[src/rtl/ppu_pkg.sv]
// Shared types and constants for the background render scheduler.
// Latency: n/a (declarations only).
// Backpressure: n/a.
package ppu_pkg;

    localparam int LINE_PIXELS_DEF = 512;
    localparam int PIPE_DEPTH_DEF  = 3;
    localparam int H_TRIGGER_DEF   = 1040;

    localparam logic [1:0] HOST_SEL_CHAR     = 2'd0;
    localparam logic [1:0] HOST_SEL_CHARDATA = 2'd1;
    localparam logic [1:0] HOST_SEL_PAL      = 2'd2;

    typedef enum logic [1:0] {
        ST_IDLE   = 2'd0,
        ST_RENDER = 2'd1,
        ST_DRAIN  = 2'd2,
        ST_HOST   = 2'd3
    } state_t;

    // One-hot {pal, chardata, char}; the reserved target writes nothing.
    function automatic logic [2:0] sel_onehot(input logic [1:0] sel);
        logic [2:0] oh;
        oh = 3'b000;
        case (sel)
            HOST_SEL_CHAR:     oh = 3'b001;
            HOST_SEL_CHARDATA: oh = 3'b010;
            HOST_SEL_PAL:      oh = 3'b100;
            default:           oh = 3'b000;
        endcase
        return oh;
    endfunction

endpackage

[src/rtl/ppu_render_sched_if.sv]
// Host write bus into the glyph/glyph-data/palette RAMs and the granted write port.
// Latency: n/a (wiring only).
// Backpressure: host_req held until host_ack pulses; master is the host, slave the scheduler.
interface ppu_render_sched_if #(
    parameter int VRAM_AW = 12
);
    logic               host_req;
    logic [1:0]         host_sel;
    logic [VRAM_AW-1:0] host_addr;
    logic [15:0]        host_wdata;
    logic               host_ack;
    logic [2:0]         vram_we;
    logic [VRAM_AW-1:0] vram_addr;
    logic [15:0]        vram_wdata;

    modport master (
        output host_req, host_sel, host_addr, host_wdata,
        input  host_ack, vram_we, vram_addr, vram_wdata
    );

    modport slave (
        input  host_req, host_sel, host_addr, host_wdata,
        output host_ack, vram_we, vram_addr, vram_wdata
    );
endinterface

[src/rtl/ppu_render_sched_pipe_delay.sv]
// Fixed-depth register delay line (din -> dout).
// Latency: DEPTH cycles; dout is taken straight from the last register.
// Backpressure: none, advances every cycle.
module pipe_delay #(
    parameter int WIDTH = 1,
    parameter int DEPTH = 1
) (
    input  logic             vga_clk,
    input  logic             rst_n,
    input  logic [WIDTH-1:0] din,
    output logic [WIDTH-1:0] dout
);
    logic [WIDTH-1:0] stage [DEPTH];

    always_ff @(posedge vga_clk or negedge rst_n) begin
        if (!rst_n) begin
            for (int i = 0; i < DEPTH; i++) stage[i] <= '0;
        end else begin
            stage[0] <= din;
            for (int i = 1; i < DEPTH; i++) stage[i] <= stage[i-1];
        end
    end

    assign dout = stage[DEPTH-1];
endmodule

[src/rtl/ppu_render_sched.sv]
// Render pass sequencer sharing the VRAMs with a host write port.
// Latency: RENDER starts 1 cycle after trigger; lb_we/lb_addr trail src_valid/src_cnt by PIPE_DEPTH.
// Backpressure: host_req is held off (no ack) while a pass or its drain is in flight.
// Ports: vga_clk/rst_n; counter_x/counter_y VGA position; host (slave modport) host
// write request and vram write port; src_valid/src_cnt fetch pipeline index;
// lb_we/lb_addr line-buffer write; busy; overrun (sticky trigger-while-rendering).
module ppu_render_sched
    import ppu_pkg::*;
#(
    parameter int LINE_PIXELS = LINE_PIXELS_DEF,
    parameter int PIPE_DEPTH  = PIPE_DEPTH_DEF,
    parameter int H_TRIGGER   = H_TRIGGER_DEF,
    parameter int VRAM_AW     = 12
) (
    input  logic              vga_clk,
    input  logic              rst_n,
    input  logic [10:0]       counter_x,
    input  logic [9:0]        counter_y,
    ppu_render_sched_if.slave host,
    output logic              src_valid,
    output logic [8:0]        src_cnt,
    output logic              lb_we,
    output logic [9:0]        lb_addr,
    output logic              busy,
    output logic              overrun
);
    localparam int               DCW        = (PIPE_DEPTH > 1) ? $clog2(PIPE_DEPTH) : 1;
    localparam logic [8:0]       SRC_LAST   = 9'(LINE_PIXELS - 1);
    localparam logic [DCW-1:0]   DRAIN_LAST = DCW'(PIPE_DEPTH - 1);

    state_t         state;
    logic           bank;
    logic [DCW-1:0] drain_cnt;
    logic           trig;
    logic           start;
    logic           grant;
    logic           unused_y_bits;
    logic [10:0]    lb_dat;

    // Only the low two line bits matter: bit0 picks the line pair, bit1 the bank.
    assign unused_y_bits = ^counter_y[9:2];

    assign trig  = (counter_x == 11'(H_TRIGGER)) && !counter_y[0];
    // A trigger seen during the host cycle is held as pending by jumping
    // straight into RENDER, so the IDLE cycle is skipped.
    assign start = trig && ((state == ST_IDLE) || (state == ST_HOST));
    assign grant = host.host_req && (state == ST_IDLE) && !trig;

    always_ff @(posedge vga_clk or negedge rst_n) begin
        if (!rst_n) begin
            state           <= ST_IDLE;
            src_valid       <= 1'b0;
            src_cnt         <= '0;
            bank            <= 1'b0;
            drain_cnt       <= '0;
            busy            <= 1'b0;
            overrun         <= 1'b0;
            host.host_ack   <= 1'b0;
            host.vram_we    <= 3'b000;
            host.vram_addr  <= '0;
            host.vram_wdata <= '0;
        end else begin
            host.host_ack <= grant;
            host.vram_we  <= grant ? sel_onehot(host.host_sel) : 3'b000;
            if (grant) begin
                host.vram_addr  <= VRAM_AW'(host.host_addr);
                host.vram_wdata <= host.host_wdata;
            end

            if (trig && ((state == ST_RENDER) || (state == ST_DRAIN)))
                overrun <= 1'b1;

            case (state)
                ST_IDLE, ST_HOST: begin
                    if (start) begin
                        state     <= ST_RENDER;
                        src_cnt   <= '0;
                        src_valid <= 1'b1;
                        bank      <= counter_y[1];
                        busy      <= 1'b1;
                    end else if (grant) begin
                        state <= ST_HOST;
                        busy  <= 1'b1;
                    end else begin
                        state <= ST_IDLE;
                        busy  <= 1'b0;
                    end
                end
                ST_RENDER: begin
                    // Wraps to 0 on the last pixel so src_cnt idles at 0.
                    src_cnt <= src_cnt + 9'd1;
                    if (src_cnt == SRC_LAST) begin
                        state     <= ST_DRAIN;
                        src_valid <= 1'b0;
                        drain_cnt <= '0;
                    end
                end
                ST_DRAIN: begin
                    drain_cnt <= drain_cnt + 1'b1;
                    if (drain_cnt == DRAIN_LAST) begin
                        state <= ST_IDLE;
                        busy  <= 1'b0;
                    end
                end
                default: state <= ST_IDLE;
            endcase
        end
    end

    // Bank rides along the delay line so lb_addr comes straight off registers.
    pipe_delay #(
        .WIDTH (11),
        .DEPTH (PIPE_DEPTH)
    ) u_lb_delay (
        .vga_clk (vga_clk),
        .rst_n   (rst_n),
        .din     ({src_valid, bank, src_cnt}),
        .dout    (lb_dat)
    );

    assign lb_we   = lb_dat[10];
    assign lb_addr = lb_dat[9:0];
endmodule

[src/flat_wrapper.sv]
// flat-port wrapper written by rule: the top's interface ports become plain ports
module ppu_render_sched_flat import ppu_pkg::*;
#(
    parameter int LINE_PIXELS = LINE_PIXELS_DEF,
    parameter int PIPE_DEPTH  = PIPE_DEPTH_DEF,
    parameter int H_TRIGGER   = H_TRIGGER_DEF,
    parameter int VRAM_AW     = 12
)
  (vga_clk, rst_n, counter_x, counter_y, src_valid, src_cnt, lb_we, lb_addr, busy, overrun, host_host_req, host_host_sel, host_host_addr, host_host_wdata, host_host_ack, host_vram_we, host_vram_addr, host_vram_wdata);
  ppu_render_sched_if #(.VRAM_AW(VRAM_AW)) host_i ();
  input  logic vga_clk;
  input  logic rst_n;
  input  logic [10:0] counter_x;
  input  logic [9:0] counter_y;
  output logic src_valid;
  output logic [8:0] src_cnt;
  output logic lb_we;
  output logic [9:0] lb_addr;
  output logic busy;
  output logic overrun;
  input wire logic [$bits(host_i.host_req)-1:0] host_host_req;
  input wire logic [$bits(host_i.host_sel)-1:0] host_host_sel;
  input wire logic [$bits(host_i.host_addr)-1:0] host_host_addr;
  input wire logic [$bits(host_i.host_wdata)-1:0] host_host_wdata;
  output wire logic [$bits(host_i.host_ack)-1:0] host_host_ack;
  output wire logic [$bits(host_i.vram_we)-1:0] host_vram_we;
  output wire logic [$bits(host_i.vram_addr)-1:0] host_vram_addr;
  output wire logic [$bits(host_i.vram_wdata)-1:0] host_vram_wdata;
  assign host_i.host_req = host_host_req;
  assign host_i.host_sel = host_host_sel;
  assign host_i.host_addr = host_host_addr;
  assign host_i.host_wdata = host_host_wdata;
  assign host_host_ack = host_i.host_ack;
  assign host_vram_we = host_i.vram_we;
  assign host_vram_addr = host_i.vram_addr;
  assign host_vram_wdata = host_i.vram_wdata;
  ppu_render_sched #(.LINE_PIXELS(LINE_PIXELS), .PIPE_DEPTH(PIPE_DEPTH), .H_TRIGGER(H_TRIGGER), .VRAM_AW(VRAM_AW)) u_core (.vga_clk(vga_clk), .rst_n(rst_n), .counter_x(counter_x), .counter_y(counter_y), .host(host_i), .src_valid(src_valid), .src_cnt(src_cnt), .lb_we(lb_we), .lb_addr(lb_addr), .busy(busy), .overrun(overrun));
endmodule
[config.mk]
export PLATFORM = sky130hd
export DESIGN_NAME = ppu_render_sched_flat
export DESIGN_NICKNAME = d
export VERILOG_FILES = /design/src/rtl/ppu_pkg.sv /design/src/rtl/ppu_render_sched_if.sv /design/src/rtl/ppu_render_sched_pipe_delay.sv /design/src/rtl/ppu_render_sched.sv /design/src/flat_wrapper.sv
export SDC_FILE = /design/constraint.sdc
export NUM_CORES = 1
export LEC_CHECK = 0
export CAP_MARGIN = 20
export CORE_UTILIZATION = 40
export CTS_CLUSTER_SIZE = 40
export DETAILED_ROUTE_END_ITERATION = 6
export DONT_BUFFER_PORTS = 1
export GPL_ROUTABILITY_DRIVEN = 0
export PLACE_DENSITY_LB_ADDON = 0.2
export SETUP_SLACK_MARGIN = 0.4
export SLEW_MARGIN = 20
export SYNTH_ARGS = -nofsm -noshare
export SYNTH_HDL_FRONTEND = slang
export SYNTH_SLANG_ARGS = --single-unit
[constraint.sdc]
create_clock -name vga_clk -period 5.1 [get_ports vga_clk]
set_clock_uncertainty 0.15 [all_clocks]
set_input_delay 0.765 -clock vga_clk [delete_from_list [all_inputs] [get_ports vga_clk]]
set_output_delay 0.765 -clock vga_clk [all_outputs]
set_load 0.005 [all_outputs]
## Word level (Yosys, flattened, before mapping)

Cells that the tools add are included.

- Magnitude comparators: 0
- Shift-type cells: 0
- $add $sub $neg: 2
- Divide/modulo/power cells: 0
- Bitwise operators: 0
- Mux-type cells: 18
- Reduce and logical (&&, ||, !) cells: 21
- Equality and inequality tests: 11
- Multipliers: 0

Operator list:

| kind | count |
|---|---|
| case mux 9 bit (2 select lines) | 1 |
| == test 11 bit, second input constant | 1 |
| two-way mux 2 bit | 5 |
| AND reduction 2 bit | 5 |
| adder 9 x 1 -> 9 bit, second input constant | 1 |
| == test 9 bit, second input constant | 1 |
| two-way mux 9 bit | 1 |
| case mux 3 bit (3 select lines) | 1 |
| == test 2 bit, second input constant | 4 |
| case mux 2 bit (3 select lines) | 1 |
| nonzero test 2 bit | 3 |
| logical AND 1 bit | 5 |
| two-way mux 1 bit | 5 |
| == test 2 x 1 -> 1 bit, second input constant | 2 |
| zero test 2 bit | 2 |
| inequality test 2 bit, second input constant | 2 |
| case mux 1 bit (2 select lines) | 2 |
| case mux 2 bit (2 select lines) | 1 |
| two-way mux 3 bit | 1 |
| AND reduction 3 bit | 1 |
| adder 2 x 1 -> 2 bit, second input constant | 1 |
| zero test 1 bit | 2 |
| logical OR 1 bit | 2 |
| inequality test 2 x 1 -> 1 bit, second input constant | 1 |
| OR reduction 2 bit | 1 |

- Memories kept: 0
- ROM bits: 0
- Bits in registers: 82
- Bits in latches: 0
- Output and inout port bits: 55
- Bits in writable memories: 0

## Depth between registers and ports, before layout

- Depth after elaboration: 7
- Depth in mapped cells: 9
- Mapped depth without buffers: 9

## By module

From an unflattened synthesis, not the netlist that was laid out.

- Cells, all modules: 231
- Area total of the unflattened synthesis: 3285.7 um^2

Modules (own cells, without submodules):

| module | area an instance (um^2) | times used | cells each |
|---|---|---|---|
| ppu_render_sched | 2377.3 | 1 | 187 |
| pipe_delay | 908.4 | 1 | 44 |

## Least setup slack after synthesis

OpenSTA, ideal clock, no wires.

- Path kind: input to register
- Start: in counter_x[6]
- End: reg u_core.host.vram_addr[0]
- Arrival: 1.853 ns
- Library setup time: 0.125 ns
- Cell stages on the path: 6
- Data required time: 4.825 ns
- Slack: 2.972 ns
- Buffers on the path: 1
- Cells stage by stage: nor4b_4 nand3_2 nand3_2 inv_4 buf_12 mux2_4

- Longest elaborated chain between the ends: 4

RTL lines:

| element | RTL line | source |
|---|---|---|
| from (decl) | flat_wrapper.sv:13 | `input logic [10:0] counter_x;` |
| == test 11 bit | ppu_render_sched.sv:43 | `assign trig = (counter_x == 11'(H_TRIGGER)) && !counter_y[0];` |
| logical AND 1 bit | ppu_render_sched.sv:43 |  |
| zero test 1 bit | ppu_render_sched.sv:47 | `assign grant = host.host_req && (state == ST_IDLE) && !trig;` |
| logical AND 1 bit | ppu_render_sched.sv:47 |  |
| to (signal assigned) | ppu_render_sched.sv:66 | `host.vram_addr <= VRAM_AW'(host.host_addr);` |
| to (decl) | ppu_render_sched_if.sv:23 | `output host_ack, vram_we, vram_addr, vram_wdata` |

Every way passes these cells.
A chain may end at the register's enable or synchronous reset.

## Worst setup path after layout

- Start: reg u_core.state[1]
- End: reg u_core.src_cnt[6]

- Longest elaborated chain between the ends: 5

RTL lines:

| element | RTL line | source |
|---|---|---|
| from (decl) | ppu_render_sched.sv:31 | `state_t state;` |
| from (signal assigned) | ppu_render_sched.sv:51 | `state <= ST_IDLE;` |
| from (signal assigned) | ppu_render_sched.sv:76 | `state <= ST_RENDER;` |
| from (signal assigned) | ppu_render_sched.sv:82 | `state <= ST_HOST;` |
| == test 2 bit / zero test 2 bit (equally long branches) | ppu_render_sched.sv:46, ppu_render_sched.sv:73 |  |
| logical OR 1 bit | ppu_render_sched.sv:46 | `assign start = trig && ((state == ST_IDLE) \|\| (state == ST_HOST));` |
| logical AND 1 bit | ppu_render_sched.sv:46 |  |
| inequality test 2 x 1 -> 1 bit (no line) | - |  |
| AND reduction 2 bit (no line) | - |  |
| to (signal assigned) | ppu_render_sched.sv:91 | `src_cnt <= src_cnt + 9'd1;` |
| to (decl) | ppu_render_sched.sv:21 | `output logic [8:0] src_cnt,` |

Several ways; a longest one is shown, not always the timed one.

==> reports/metrics.cfg <==
[routing]
route.detailed.drc = 0
via_per_inst = 5.18
wl_mm = 5.72
postRouteAntennaNets = 0
vias = 1721
drtPass1Iterations = 4
drt-initial-drc-count = 67
routedWlPerCell_um = 17.2

[pwr]
ir_drop_uv = 223
power_density_nw_per_um2 = 552
power_mw = 1.95
p_leak_nw = 1.66

[status]
status = finished, final reports clean

[clocking]
htreeDepth = 3
cts-root-buf = clkbuf_8
cts_tree = done
clkLatencyLatePin_ns = 0.34
numCtsBuffers = 9
cts.reportedPaths.clkPinSlew_ns = 0.09
post-cts-setup-buffers = 0
cts_sinks = 82
clockBufferDepth = 2

[setup_path]
crit_fanout = 21
path_class = reg -> reg
cp-end-kind = flop
worstPathRequired_ns = 5.22
startpoint_type = flop
arrival_ns = 2.45

[die]
die_area_um2 = 8650
die_h_um = 93.0
ios = 109
die_width_um = 93.0
start_util = 0.422
rows = 32
core-area_um2 = 7850

[finish]
layout_common_cells = dfrtp_1, mux2_4, nand2_1
syn2layout_area_growth_pct = 6.38
utilization = 0.449
insertedDiodeCount = 0
final_common_cell = dfrtp_1
fin_cells = 332
nNetsFinal = 285
drive_above_1_share = 0.230

[sta]
finalCritPeriodShare = 0.456
tightest_slew_ns = 0.727
hold_viol = 0
rsz0062_at_grt = no
fin_crit_ns = 2.32
setup_viol = 0
fin_setup_tns_ns = 0
fmax_mhz = 430
drv_slew = 0
slew_headroom = 0.515

[placed_design]
dp_hpwl_mm = 3.67
dp_cells = 315
io_buffers = 0

[grt]
grt_util_all_layers = 0.141
grt_pass1_wl_mm = 9.20
grt_antenna_before_repair = 0
first_global_vias = 1674
grt_max_degree = 83
grt.overflow.total = 0

[synth]
synth_cells = 229
yosysUniqueCellTypes = 41
yosys_warnings = 0
synth_area_um2 = 3310
synth-seq-cells = 82
synth.yosys.seq_area_share = 0.620
syn_nets = 289
avgSynthCellArea_um2 = 14.5

[run]
cap_violations = 0

[hold_path]
hold_path.class = in -> async

==> layer usage <==
layer,GRT usage,wire [µm]
met5,0,0
met4,0.0692,82
met3,0.0463,312
met2,0.190,2700
met1,0.203,2620
==> path summary, 6_finish.rpt <==
check | cells past startpoint | startpoint | slack [ns] | to
worst min register to register | 0 | u_core.u_lb_delay.stage[15]$_DFF_PN0_ | 0.19 | u_core.u_lb_delay.dout[4]$_DFF_PN0_
worst max-delay path | 6 | u_core.state[1]$_DFFE_PN0P_ | 2.78 | u_core.src_cnt[6]$_DFFE_PN0P_
min in group vga_clk | 0 | u_core.u_lb_delay.stage[15]$_DFF_PN0_ | 0.19 | u_core.u_lb_delay.dout[4]$_DFF_PN0_
max in group asynchronous | 1 | rst_n | 4.32 | u_core.host.vram_wdata[9]$_DFFE_PN0P_
worst min-delay path | 1 | rst_n | 0.17 | u_core.src_cnt[3]$_DFFE_PN0P_
worst max register to register | 6 | u_core.state[1]$_DFFE_PN0P_ | 2.78 | u_core.src_cnt[6]$_DFFE_PN0P_
==> cells in the mapped netlist, drive strengths merged <==
library cell  number  share of area
nor4               2         0.0083
a211oi             2         0.0045
mux2i              3         0.0091
a21oi              2         0.0030
o31ai              1         0.0023
o22ai              1         0.0019
a32o               2         0.0060
o21ai             10          0.015
nor3               5         0.0076
nor3b              2         0.0045
o221ai             1         0.0026
a31oi              3         0.0076
or2                2         0.0038
nand3              7          0.014
a32oi              2         0.0053
nand4b             2         0.0053
dfrtp             82           0.62
and3               4         0.0076
nand2             14          0.016
a22oi              1         0.0023
a21o               2         0.0045
nor2b              3         0.0057
buf               14          0.042
nor4b              2          0.014
nor2              10          0.011
and2               1         0.0019
nand3b             2         0.0045
or4                2         0.0045
inv                8         0.0098
ha                 6          0.023
clkbuf             2         0.0023
mux2              29           0.13
==> sequential cells by signal, indices dropped and copies added, names as in the netlist <==
signal / count
u_core.u_lb_delay.stage: 22
u_core.src_cnt: 9
u_core.host.vram_addr: 12
u_core.src_valid: 1
u_core.host.vram_we: 3
u_core.host.host_ack: 1
u_core.busy: 1
u_core.host.vram_wdata: 16
u_core.drain_cnt: 2
u_core.state: 2
u_core.u_lb_delay.dout: 11
u_core.overrun: 1
u_core.bank: 1
==> per-stage QoR <==
step	cell area, µm²	setup WS, ns	hold WS, ns
4_1_cts	3520	2.76	0.162
3_5_place_dp	3290	2.75	0.185
2_1_floorplan	3310	2.97	0.181
6_report	3520	2.78	0.167
5_1_grt	3520	2.59	0.169
3_3_place_gp	3290	2.78	0.181
==> cell type report <==
type	instances	area [µm²]
fill	740	4320
sequential	82	2050
multi-input combinational	123	1080
clock buffer	10	138
tap	102	128
clock inverter	6	66.3
inverter	8	32.5
timing repair buffer	1	27.5
==> power by group <==
part           total, mW  switching [mW]  internal [mW]
registers          0.987           0.148          0.839
logic              0.485           0.225          0.260
clock network      0.475           0.234          0.241
==> critical path, stage by stage (launching register included) <==
cell,delay [ns]
dfrtp_1,0.41
inv_1,0.09
ha_1,0.63
nand2_1,0.32
or4_1,0.47
o21ai_1,0.08
nand3b_1,0.11
==> cell families after synthesis <==
kind of cell / count (synthesis) / synth area share
DFF: 82 / 0.620
and+or+nand+nor: 58 / 0.109
muxes: 32 / 0.139
AOI/OAI and AO/OA: 27 / 0.0552
buffers and inverters: 24 / 0.0544
adders and majority gates: 6 / 0.0227
==> timing repair <==
item	CTS	global route
hold buffers	1	0
endpoints found under the hold margin	82	0
gates resized for setup	0	0
(Power assumes the default switching activity.)
